### config.mk
export PLATFORM = sky130hd
export DESIGN_NAME = friet_ae_stream_arbiter
export DESIGN_NICKNAME = d
export VERILOG_FILES = /design/src/rtl/friet_ae_arb_pkg.sv /design/src/rtl/friet_rr_arbiter.sv /design/src/rtl/friet_ae_stream_arbiter.sv
export SDC_FILE = /design/constraint.sdc
export NUM_CORES = 1
export LEC_CHECK = 0
export ABC_AREA = 1
export BUFFER_PORTS_ARGS = -buffer_cell sky130_fd_sc_hd__buf_2
export CORE_MARGIN = 1
export CORE_UTILIZATION = 33
export CTS_CLUSTER_DIAMETER = 40
export DETAILED_ROUTE_END_ITERATION = 6
export GPL_TIMING_DRIVEN = 0
export PLACE_DENSITY = 0.66
export SLEW_MARGIN = 15
export SYNTH_ARGS = -nofsm -noshare
export SYNTH_HDL_FRONTEND = slang
export SYNTH_SLANG_ARGS = --single-unit
### constraint.sdc
create_clock -name clk -period 5.1 [get_ports clk]
set_input_delay 0.51 -clock clk [delete_from_list [all_inputs] [get_ports clk]]
set_output_delay 0.51 -clock clk [all_outputs]
set_load 0.02 [all_outputs]
### src/rtl/friet_ae_arb_pkg.sv
// friet_ae_arb_pkg: shared state encoding and widths for the Friet AE stream arbiter.
package friet_ae_arb_pkg;
    typedef enum logic [1:0] {IDLE = 2'd0, FWD = 2'd1, DRAIN = 2'd2} arb_state_e;
    localparam int LEN_W_DEFAULT = 16;
    localparam int STATS_W = 16;
endpackage

### src/rtl/friet_rr_arbiter.sv
// friet_rr_arbiter: combinational round-robin pick of the first request at or after ptr.
module friet_rr_arbiter #(
    parameter int N = 2,
    parameter int IW = $clog2(N)
) (
    input  logic [N-1:0]  req,
    input  logic [IW-1:0] ptr,
    output logic [N-1:0]  gnt,
    output logic [IW-1:0] idx
);
    always_comb begin
        idx = '0;
        for (int k = N - 1; k >= 0; k--)
            if (req[IW'((int'(ptr) + k) % N)]) idx = IW'((int'(ptr) + k) % N);
        gnt = |req ? N'(1) << idx : '0;
    end
endmodule

### src/rtl/friet_ae_stream_arbiter.sv
// friet_ae_stream_arbiter: round-robin transaction arbiter sharing one Friet AE 8-bit core.
// Define FRIET_ARB_STATS_EN to add per-requester completed-transaction counters (txn_count).
module friet_ae_stream_arbiter
    import friet_ae_arb_pkg::*;
#(
    parameter int NUM_REQ = 2,
    parameter int LEN_W   = LEN_W_DEFAULT
) (
    input  logic                     clk,
    input  logic                     arstn,
    input  logic [NUM_REQ*8-1:0]     req_din,
    input  logic [NUM_REQ-1:0]       req_din_valid,
    input  logic [NUM_REQ-1:0]       req_din_last,
    output logic [NUM_REQ-1:0]       req_din_ready,
    input  logic [NUM_REQ*LEN_W-1:0] req_rsp_len,
    output logic [7:0]               req_dout,
    output logic [NUM_REQ-1:0]       req_dout_valid,
    input  logic [NUM_REQ-1:0]       req_dout_ready,
    output logic [7:0]               core_din,
    output logic                     core_din_valid,
    input  logic                     core_din_ready,
    input  logic [7:0]               core_dout,
    input  logic                     core_dout_valid,
    output logic                     core_dout_ready,
    output logic [NUM_REQ-1:0]       grant,
    output logic                     busy,
    output logic                     err_stray_dout
`ifdef FRIET_ARB_STATS_EN
    ,
    output logic [NUM_REQ*STATS_W-1:0] txn_count
`endif
);
    localparam int IW = $clog2(NUM_REQ);

    arb_state_e         state_q, state_d;
    logic [NUM_REQ-1:0] grant_q, grant_d, arb_gnt;
    logic [IW-1:0]      gidx_q, gidx_d, rr_ptr_q, rr_ptr_d, arb_idx;
    logic [LEN_W-1:0]   rsp_cnt_q, rsp_cnt_d, cnt_dec;
    logic               err_q, err_d, in_open, out_open, in_last, done;

    friet_rr_arbiter #(.N(NUM_REQ), .IW(IW)) u_rr (
        .req(req_din_valid), .ptr(rr_ptr_q), .gnt(arb_gnt), .idx(arb_idx)
    );

    always_comb begin
        in_open         = state_q == FWD;
        out_open        = state_q == FWD || state_q == DRAIN;
        core_din        = req_din[gidx_q*8 +: 8];
        core_din_valid  = in_open & req_din_valid[gidx_q];
        req_din_ready   = (in_open & core_din_ready) ? grant_q : '0;
        req_dout        = core_dout;
        req_dout_valid  = (out_open & core_dout_valid) ? grant_q : '0;
        core_dout_ready = out_open & req_dout_ready[gidx_q];
        in_last         = core_din_valid & core_din_ready & req_din_last[gidx_q];
        // The core emits beats regardless of ready, so count every valid beat.
        cnt_dec         = (core_dout_valid && rsp_cnt_q != '0) ? rsp_cnt_q - 1'b1 : rsp_cnt_q;
        done            = cnt_dec == '0 && ((in_open && in_last) || state_q == DRAIN);
        err_d           = err_q | (core_dout_valid & (!out_open | (in_open & rsp_cnt_q == '0)));
        state_d         = state_q;
        grant_d         = grant_q;
        gidx_d          = gidx_q;
        rr_ptr_d        = rr_ptr_q;
        rsp_cnt_d       = out_open ? cnt_dec : rsp_cnt_q;
        if (state_q == IDLE && |req_din_valid) begin
            state_d   = FWD;
            grant_d   = arb_gnt;
            gidx_d    = arb_idx;
            rsp_cnt_d = req_rsp_len[arb_idx*LEN_W +: LEN_W];
            rr_ptr_d  = (arb_idx == IW'(NUM_REQ - 1)) ? '0 : arb_idx + 1'b1;
        end else if (done) begin
            state_d = IDLE;
            grant_d = '0;
        end else if (in_open && in_last) begin
            state_d = DRAIN;
        end
    end

    always_ff @(posedge clk or negedge arstn) begin
        if (!arstn) begin
            state_q   <= IDLE;
            grant_q   <= '0;
            gidx_q    <= '0;
            rr_ptr_q  <= '0;
            rsp_cnt_q <= '0;
            err_q     <= 1'b0;
        end else begin
            state_q   <= state_d;
            grant_q   <= grant_d;
            gidx_q    <= gidx_d;
            rr_ptr_q  <= rr_ptr_d;
            rsp_cnt_q <= rsp_cnt_d;
            err_q     <= err_d;
        end
    end

    assign grant          = grant_q;
    assign busy           = state_q != IDLE;
    assign err_stray_dout = err_q;

`ifdef FRIET_ARB_STATS_EN
    logic [NUM_REQ*STATS_W-1:0] txn_count_q, txn_count_d;

    always_comb begin
        txn_count_d = txn_count_q;
        if (done) txn_count_d[gidx_q*STATS_W +: STATS_W] = txn_count_q[gidx_q*STATS_W +: STATS_W] + 1'b1;
    end

    always_ff @(posedge clk or negedge arstn) begin
        if (!arstn) txn_count_q <= '0;
        else txn_count_q <= txn_count_d;
    end

    assign txn_count = txn_count_q;
`endif
endmodule

# Word level (Yosys, flattened, before mapping)

Cells that the tools add are included.

$add $sub $neg: 3
Reduce and logical (&&, ||, !) cells: 16
$lt $le $gt $ge: 3
Muxes and demuxes: 24
Shifts and indexed selects: 3
Equality and inequality tests: 2
Bitwise logic cells: 10

Operators with widths:

| kind                    | number |
|---|---|
| $mux W16                | 3 |
| $logic_not A16 Y1       | 2 |
| $shiftx A32 B6 Y16      | 1 |
| $mux W2                 | 8 |
| $reduce_bool A16 Y1     | 1 |
| $shiftx A16 B5 Y8       | 1 |
| $sub A16 B1 Y16 const B | 1 |
| $mux W1                 | 13 |
| $and A1 B1 Y1           | 8 |
| $lt A1 B3 Y1 const B    | 2 |
| $reduce_bool A2 Y1      | 3 |
| $logic_and A1 B1 Y1     | 4 |
| $reduce_bool A3 Y1      | 1 |
| $add A1 B1 Y1 const B   | 2 |
| $eq A2 B1 Y1 const B    | 1 |
| $eq A2 B2 Y1 const B    | 1 |
| $logic_not A2 Y1        | 1 |
| $logic_or A1 B1 Y1      | 2 |
| $lt A1 B2 Y1 const B    | 1 |
| $or A1 B1 Y1            | 2 |
| $reduce_or A2 Y1        | 1 |
| $shl A1 B1 Y2 const A   | 1 |
| $logic_not A1 Y1        | 1 |

Bits of input ports: 66
Logic and storage cells: 67
Register bits after elaboration: 23

# Logic depth before layout (Yosys ltp)

Gate-level depths: netlist (run 1).

Depth after elaboration: 10
Gate-level depth with buffers: 16
Gate-level depth less buffers: 15

# Cells and area by module

Synthesis (run 1) repeated with hierarchy kept, for this count alone.

Cells, all modules: 334
Area, all modules: 2092.0 µm²

By module, submodules not included:

| module                  | cells an instance | times used | area each (µm²) |
|---|---|---|---|
| friet_ae_stream_arbiter | 326               | 1          | 2058.2 |
| friet_rr_arbiter        | 8                 | 1          | 33.8 |

# Least setup slack after synthesis (run 1)

Ideal clock, no wire load.

Kind: reg2reg
From: register state_q[1]
To: register state_q[0]
Cell stages (with the launch flop): 14
Setup slack: 3.184 ns
Library setup time: 0.130 ns
Buffers on the path: 0
Clock period less this slack: 1.916 ns
Arrival: 1.786 ns
Cell sequence: dfrtp_1 inv_1 ha_1 o21ai_0 nor2_1 nand3_1 nand2_1 nand3_1 nor2_1 nand2_1 nor2_2 nand3_2 nand3_1 nand2_1

Cells in the longest elaborated chain, start to end: 9

Ends and longest elaborated chain:

| item                         | line                                                         | source |
|---|---|---|
| start, declared              | friet_ae_stream_arbiter.sv:35                                | `arb_state_e state_q, state_d;` |
| start signal, assigned       | friet_ae_stream_arbiter.sv:87                                | `state_q <= state_d;` |
| $eq A2 B1 Y1 *               | friet_ae_stream_arbiter.sv:46                                | `in_open = state_q == FWD;` |
| $and A1 B1 Y1 *              | friet_ae_stream_arbiter.sv:49                                | `core_din_valid = in_open & req_din_valid[gidx_q];` |
| via core_din_valid           | friet_ae_stream_arbiter.sv:20                                | `output logic core_din_valid,` |
| $and A1 B1 Y1 * (2 in a row) | friet_ae_stream_arbiter.sv:54                                | `in_last = core_din_valid & core_din_ready & req_din_last[gidx_q];` |
| $logic_and A1 B1 Y1 *        | friet_ae_stream_arbiter.sv:57, friet_ae_stream_arbiter.sv:73 |  |
| $logic_or A1 B1 Y1           | friet_ae_stream_arbiter.sv:57                                | `done = cnt_dec == '0 && ((in_open && in_last) \|\| state_q == DRAIN);` |
| $logic_and A1 B1 Y1          | friet_ae_stream_arbiter.sv:57                                |  |
| $mux W2                      | friet_ae_stream_arbiter.sv:70                                | `end else if (done) begin` |
| $mux W2                      | friet_ae_stream_arbiter.sv:64                                | `if (state_q == IDLE && \|req_din_valid) begin` |

The timed path passes the listed nets; every way through them passes the cells marked *.
A chain may end at the register's enable or synchronous reset.

# Final worst setup path (run 1)

From: register rsp_cnt_q[0]
To: register state_q[0]

Cells in the longest elaborated chain, start to end: 7

Ends and longest elaborated chain:

| item                                                    | line                          | source |
|---|---|---|
| start, declared                                         | friet_ae_stream_arbiter.sv:38 | `logic [LEN_W-1:0] rsp_cnt_q, rsp_cnt_d, cnt_dec;` |
| start signal, assigned                                  | friet_ae_stream_arbiter.sv:91 | `rsp_cnt_q <= rsp_cnt_d;` |
| branches (longest 2 deep; another with $sub A16 B1 Y16) | n/a                           |  |
| $mux W16 *                                              | friet_ae_stream_arbiter.sv:56 | `cnt_dec = (core_dout_valid && rsp_cnt_q != '0) ? rsp_cnt_q - 1'b1 : rsp_cnt_q;` |
| $logic_not A16 Y1 *                                     | friet_ae_stream_arbiter.sv:57 |  |
| $logic_and A1 B1 Y1 *                                   | friet_ae_stream_arbiter.sv:57 |  |
| $mux W2                                                 | friet_ae_stream_arbiter.sv:70 |  |
| $mux W2                                                 | friet_ae_stream_arbiter.sv:64 |  |

Mark *: on every way between the ends.

==> metrics.yaml, run 1 <==
outcome:
  status: "finished, final reports clean"
route:
  vias: 2482
  first_pass_iters: 4
  totalWireLength_um: 6530
  remaining_drc_errors: 0
  avgViaCountPerCell: 4.90
  wire_per_inst_um: 12.9
  first_iter_violations: 87
  drtAntennaViolNets: 0
sta:
  rsz0062_at_grt: "no"
  relSlewSlack_pct: 62.7
  hold_ws_ns: 0.205
  setup_viol: 0
  hold_viol: 0
  finClkSkew_ns: 0.00196
  max_freq_mhz: 423
  slew_violations: 0
  min_period_over_period_pct: 46.3
  timing.setup.tns_ns: 0
  worstMarginPinSlew_ns: 0.559
  period_needed_ns: 2.36
floorplanning:
  io_pins: 92
  floorplan.initialDensity_pct: 35.1
  die_w_um: 82.5
  fp.dieH_um: 82.5
  rows: 28
  die-area_sq_mm: 0.00681
  core_sq_mm: 0.00610
clocking:
  cts_sinks: 23
  clock-root-buffer: "clkbuf_8"
  htreeDepth: 1
  cts_tree: "built"
  numCtsBuffers: 3
  cts-resized-gates: 0
  holdBufCountCts: 0
  cts_buffer_depth: 2
  cts.reportedPaths.clkPinSlew_ns: 0.09
  postCtsSetupBuffers: 0
  clock_latency_ns: 0.28
power_and_ir_drop:
  finalPower_mw: 1.47
  p_leak_nw: 1.44
  power.density_mw_per_mm2: 547
  ir_drop_uv: 308
synthesis:
  ys_ff_latch: 23
  synth_nets: 416
  synth-edff-count: 0
  synth_flop_cell: "dfrtp_1"
  synthSimpleGateAreaFrac_pct: 43.7
  synth_top_area_cell: "dfrtp_1"
  syn_avg_cell_area_sq_um: 6.20
  syn_area_sq_mm: 0.00214
  ys_types: 34
  synth_compound_area_share_pct: 13.6
  synth_top_family_by_area: "simple AND/OR/NAND/NOR gates"
  synthAdderAreaFrac_pct: 2.92
  synthArstFlopShare_pct: 100
  synth.area.mux_share_pct: 0
  synth_xor_area_share_pct: 2.46
  yosysWarnings: 0
  syn_inst: 345
  yosys-top-cells-area: "dfrtp_1 27%, nand2_1 21%, nor2_1 8.6%"
  synth_seq_area_share_pct: 26.9
  synth_top_cell_area_share_pct: 26.9
final_layout:
  layout_commonest_cell: "nand2_1"
  syn2layout_area_growth_pct: 25.9
  num_antenna_cells: 0
  fillers: 658
  instances_no_fill: 507
  fin_area_sq_mm: 0.00269
  multi_input_area_sq_mm: 0.00134
  final-seq-area_sq_um: 576
  final_cell_mix: "118 x nand2_1, 84 x buf_2, 49 x nor2_1"
  nNetsFinal: 504
  layout-drive-gt1-share_pct: 27.1
place:
  hpwl_um: 5300
  placed_cell_area_sq_mm: 0.00265
  place.gp.congestion: 0.962
  portBuffers: 83
  dpl.cell_count: 503
global_routing:
  gr-total-overflow: 0
  antenna_found_initial: 0
  grt_pass1_vias: 2256
  grt_max_degree: 24
  grtUsageTotal_pct: 20.7
  grt_pass1_wl_um: 10700
worst_setup_path:
  critPathRequiredTime_ns: 5.26
  crit_chain: "inv_1 -> ha_1 -> nand2_2 -> nor2_4 -> nand2_4 -> nand2_8 -> inv_4 -> buf_6 -> a21boi_1 -> nand2_1 -> nor2_1 -> nand3_2 -> nand3_1 -> nand2_1"
  critPathArrivalTime_ns: 2.52
  path_delay_family: "simple AND/OR/NAND/NOR gates"
  worst_setup_path_end_kind: "flop"
  cp_slowest_cell: "dfrtp_1"
  max_stage_delay_ns: 0.43
  worstPathMaxFanout: 10
  cp_num_buf_inv: 3
  cpMostUsedCell: "nand2_1"
  startpoint_type: "flop"
  path_class: "reg2reg"
flow_run:
  cap_violations: 0
hold_path:
  holdCritPathClass: "in2async"
==> metal layers <==
layer	wire [um]	GRT usage [%]	share of wire, %
met5	0	0	0
met4	67	5.34	1.0
met3	348	1.32	5.3
met2	3020	34.9	46
met1	3090	28.5	47
==> sequential cells by signal (all words and copies together) (netlist names) <==
register / flops
gidx_q: 1
grant: 2
err_stray_dout: 1
state_q: 2
rsp_cnt_q: 16
rr_ptr_q: 1
==> worst register-to-register path, delay by kind of cell, from the launching register on <==
family | cells | cell delay, ns
AND/OR/NAND/NOR | 9 | 0.98
adder cells (fa/ha/maj) | 1 | 0.19
buffers and inverters | 3 | 0.38
AO/OA/AOI/OAI | 1 | 0.27
flip-flops | 1 | 0.43
==> worst paths after layout <==
kind	from	end	slack (ns)	depth (start not counted)
min reg2reg	err_stray_dout$_DFF_PN0_	err_stray_dout$_DFF_PN0_	0.46	1
max in group asynchronous	arstn	rsp_cnt_q[11]$_DFFE_PN0P_	4.52	1
max reg2reg	rsp_cnt_q[0]$_DFFE_PN0P_	state_q[0]$_DFFE_PN0P_	2.74	14
min in group clk	err_stray_dout$_DFF_PN0_	err_stray_dout$_DFF_PN0_	0.46	1
max	rsp_cnt_q[0]$_DFFE_PN0P_	state_q[0]$_DFFE_PN0P_	2.74	14
min	arstn	rsp_cnt_q[12]$_DFFE_PN0P_	0.20	1
==> cell type report <==
type,count,share of cell area [%]
plain buffers,19,4.23
clock buffers,4,1.67
inverters,28,3.99
multi-input cells,275,49.8
flip-flops and latches,23,21.4
well taps,75,3.48
repair buffers,83,15.4
==> per-stage QoR <==
step	setup slack [ns]	util (%)
4_1_cts	2.75	44.2
6_report	2.74	44.2
3_5_place_dp	2.78	43.5
2_1_floorplan	3.18	-
3_3_place_gp	2.79	43.5
5_1_grt	2.55	44.2
==> cell families after synthesis <==
group	after synthesis
simple gates	217
flops	23
fa+ha+maj	5
xor+xnor	6
buf+inv	47
compound gates	47
==> cells in the mapped netlist, types with 5 or more instances <==
master,n
nand2_1,118
nor2_1,49
nand3_1,29
inv_1,26
dfrtp_1,23
a21oi_1,15
o21ai_0,10
buf_4,9
clkbuf_1,8
a31oi_1,7
ha_1,5
nor2_2,5
==> power by group <==
| part | total [mW] | internal, mW | switching [mW] |
|---|---|---|---|
| sequential | 0.391 | 0.275 | 0.116 |
| combinational | 0.961 | 0.345 | 0.615 |
| clock | 0.122 | 0.0561 | 0.0663 |
No activity file was read; power rests on OpenSTA's default activity.
==> inputs of run 2 (changes only) <==
--- a/config.mk
+++ b/config.mk
@@ -5,14 +5,14 @@
 export SDC_FILE = /design/constraint.sdc
 export NUM_CORES = 1
 export LEC_CHECK = 0
-export ABC_AREA = 1
+export ABC_AREA = 0
 export BUFFER_PORTS_ARGS = -buffer_cell sky130_fd_sc_hd__buf_2
 export CORE_MARGIN = 1
 export CORE_UTILIZATION = 33
 export CTS_CLUSTER_DIAMETER = 40
 export DETAILED_ROUTE_END_ITERATION = 6
 export GPL_TIMING_DRIVEN = 0
-export PLACE_DENSITY = 0.66
+export PLACE_DENSITY = 0.67
 export SLEW_MARGIN = 15
 export SYNTH_ARGS = -nofsm -noshare
 export SYNTH_HDL_FRONTEND = slang
==> constraint.sdc (replaced) <==
create_clock -name clk -period 2.4 [get_ports clk]
set_input_delay 0.24 -clock clk [delete_from_list [all_inputs] [get_ports clk]]
set_output_delay 0.24 -clock clk [all_outputs]
set_load 0.02 [all_outputs]
==> metrics.yaml, run 2 <==
synthesis:
  synthArstFlopShare_pct: 100
  synth_top_cell_area_share_pct: 30.1
  syn_inst: 224
  synth_flop_cell: "dfrtp_1"
  syn_area_sq_mm: 0.00191
  synth_top_area_cell: "dfrtp_1"
  ys_types: 50
  yosysWarnings: 0
  synth_nets: 295
  yosys-top-cells-area: "dfrtp_1 30%, nor2_1 5.3%, a21oi_1 5.0%"
  ys_ff_latch: 23
  yosysMostFrequentCell: "nor2_1"
  synth_seq_area_share_pct: 30.1
  synth-edff-count: 0
  syn_avg_cell_area_sq_um: 8.53
  synth_commonest_cells: "27 x nor2_1, 23 x dfrtp_1, 19 x a21oi_1"
sta:
  setup_viol: 4
  max_freq_mhz: 390
  timing.setup.tns_ns: -0.554
  relSlewSlack_pct: 46.8
  worstMarginPinSlew_ns: 0.795
  rsz0062_at_grt: "yes"
  layout_setup_ws_ns: -0.163
  hold_viol: 0
  slew_violations: 0
  min_period_over_period_pct: 107
  period_needed_ns: 2.56
  finClkSkew_ns: 0.00579
clocking:
  clock_latency_ns: 0.27
  clock-root-buffer: "clkbuf_8"
  cts_tree: "built"
  cts_sinks: 23
  numCtsBuffers: 3
  cts_buffer_depth: 2
  htreeDepth: 1
  cts.reportedPaths.clkPinSlew_ns: 0.09
final_layout:
  nNetsFinal: 392
  final_util_pct: 47.4
  final_cell_mix: "83 x buf_2, 25 x nor2_1, 22 x dfrtp_1"
  layout-drive-gt1-share_pct: 43.1
  largest_reg_flops: 16
  syn2layout_area_growth_pct: 37.4
  multi_input_area_sq_mm: 0.00129
  fillers: 570
  layout_commonest_cell: "buf_2"
  num_antenna_cells: 0
  final-seq-area_sq_um: 577
  top_register: "rsp_cnt_q"
global_routing:
  gr-total-overflow: 0
  grt_pass1_vias: 2002
  grt_pass1_wl_um: 9250
  antenna_found_initial: 0
  grtUsageTotal_pct: 19.2
  grt_max_degree: 24
flow_run:
  cap_violations: 0
worst_setup_path:
  cp_num_buf_inv: 1
  worst_setup_path_end_kind: "flop"
  r2r_start: "rsp_cnt_q[0]$_DFFE_PN0P_"
  max_stage_delay_ns: 0.52
  path_delay_family: "simple AND/OR/NAND/NOR gates"
  crit_start: "rsp_cnt_q[0]$_DFFE_PN0P_"
  path_class: "reg2reg"
  startpoint_type: "flop"
  worstPathMaxFanout: 5
  cp_slowest_cell: "or4b_4"
  critPathArrivalTime_ns: 2.71
  crit_chain: "inv_2 -> ha_4 -> or4b_4 -> o41a_4 -> a211oi_2 -> nand4_1 -> nor3_4 -> o22ai_1"
  critPathRequiredTime_ns: 2.55
outcome:
  violations: "setup timing"
  status: "finished with violations"
route:
  remaining_drc_errors: 0
  avgViaCountPerCell: 5.22
  first_iter_violations: 71
  drtAntennaViolNets: 0
  first_pass_iters: 4
  vias: 2046
  totalWireLength_um: 5620
  wire_per_inst_um: 14.3
place:
  place.gp.congestion: 0.837
  portBuffers: 83
  hpwl_um: 4120
floorplanning:
  floorplan.initialDensity_pct: 34.5
  io_pins: 92
  core_sq_mm: 0.00554
  fp.dieH_um: 78.1
  rows: 27
  die_w_um: 78.1
  die-area_sq_mm: 0.00610
power_and_ir_drop:
  power.density_mw_per_mm2: 1070
  ir_drop_uv: 392
  p_leak_nw: 1.22
  finalPower_mw: 2.82
hold_path:
  holdCritPathClass: "in2reg"
  hp-start: "req_rsp_len[2]"
run 2: changes by cell type after synthesis, moves of 5 or more:
cell and change:
nand2_1 -101, nand3_1 -27, nor2_1 -22, inv_1 -16, mux2_2 +8, and3_1 +6
a22oi_1 +5, a31oi_1 -5, mux2i_1 +5, nor2_2 -5, o21ai_0 +5, or3_1 +5
run 2: layout make-up:
class / count / area share (%)
multi-input cells: 175 / 49.2
flip-flops and latches: 23 / 22.0
repair buffers: 92 / 18.5
plain buffers: 16 / 3.76
well taps: 72 / 3.43
clock buffers: 3 / 1.57
inverters: 10 / 1.43
clock inverters: 1 / 0.190
run 2: final timing paths:
| check | endpoint | slack [ns] | cells after the start |
|---|---|---|---|
| worst max-delay path | grant[1]$_DFFE_PN0P_ | -0.16 | 8 |
| worst min-delay path | rsp_cnt_q[2]$_DFFE_PN0P_ | 0.24 | 3 |
| worst max register to register | grant[1]$_DFFE_PN0P_ | -0.16 | 8 |
| worst min register to register | err_stray_dout$_DFF_PN0_ | 0.47 | 1 |
| max in group asynchronous | rsp_cnt_q[7]$_DFFE_PN0P_ | 1.52 | 2 |
| min in group asynchronous | gidx_q$_DFFE_PN0P_ | 0.48 | 2 |
run 2: stage by stage:
| step | setup WS, ns | instances | area, sq um | hold slack [ns] |
|---|---|---|---|---|
| after detailed placement | -0.324 | 379 | 2420 | 0.256 |
| after floorplan | 0.0509 | 224 | 1910 | -0.0556 |
| after CTS | -0.150 | 388 | 2550 | 0.243 |
| final | -0.163 | 392 | 2630 | 0.244 |
| after global placement | -0.275 | 379 | 2420 | 0.259 |
| after global routing | -0.245 | 392 | 2630 | 0.273 |
run 2: logic make-up after synthesis:
kind of cell               share of synthesized area (%)
muxes                                               7.33
AOI/OAI and AO/OA                                   25.4
adders and majority gates                           3.27
DFF                                                 30.1
buffers and inverters                               7.07
xor gates and xnor gates                            3.67
and+or+nand+nor                                     23.2
run 2: report_power, final:
part | total (mW) | switching, mW | leakage (nW) | internal [mW]
sequential | 0.758 | 0.193 | 0.264 | 0.565
combinational | 1.81 | 1.05 | 0.934 | 0.759
clock | 0.255 | 0.139 | 0.0255 | 0.116
run 2: worst min-delay path, stage by stage:
cell and delay [ns]:
buf_2 0.08, a211oi_1 0.06, a21oi_1 0.10
run 2: metal layers:
layer / vias up / track usage [%] / wire [um]
li1: 1018 / - / -
met1: 953 / 24.4 / 2510
met2: 68 / 34.1 / 2770
met3: 7 / 1.28 / 267
met4: 0 / 6.67 / 76
met5: - / 0 / 0
run 2: timing repair:
item / CTS / global route
hold buffers: 1 / 0
hold endpoints to repair: 23 / 0
pin swaps: 3 / 1
gates resized for setup: 12 / 12
setup buffers: 4 / 4
gates cloned: 0 / 0
setup endpoints to repair: 15 / 17
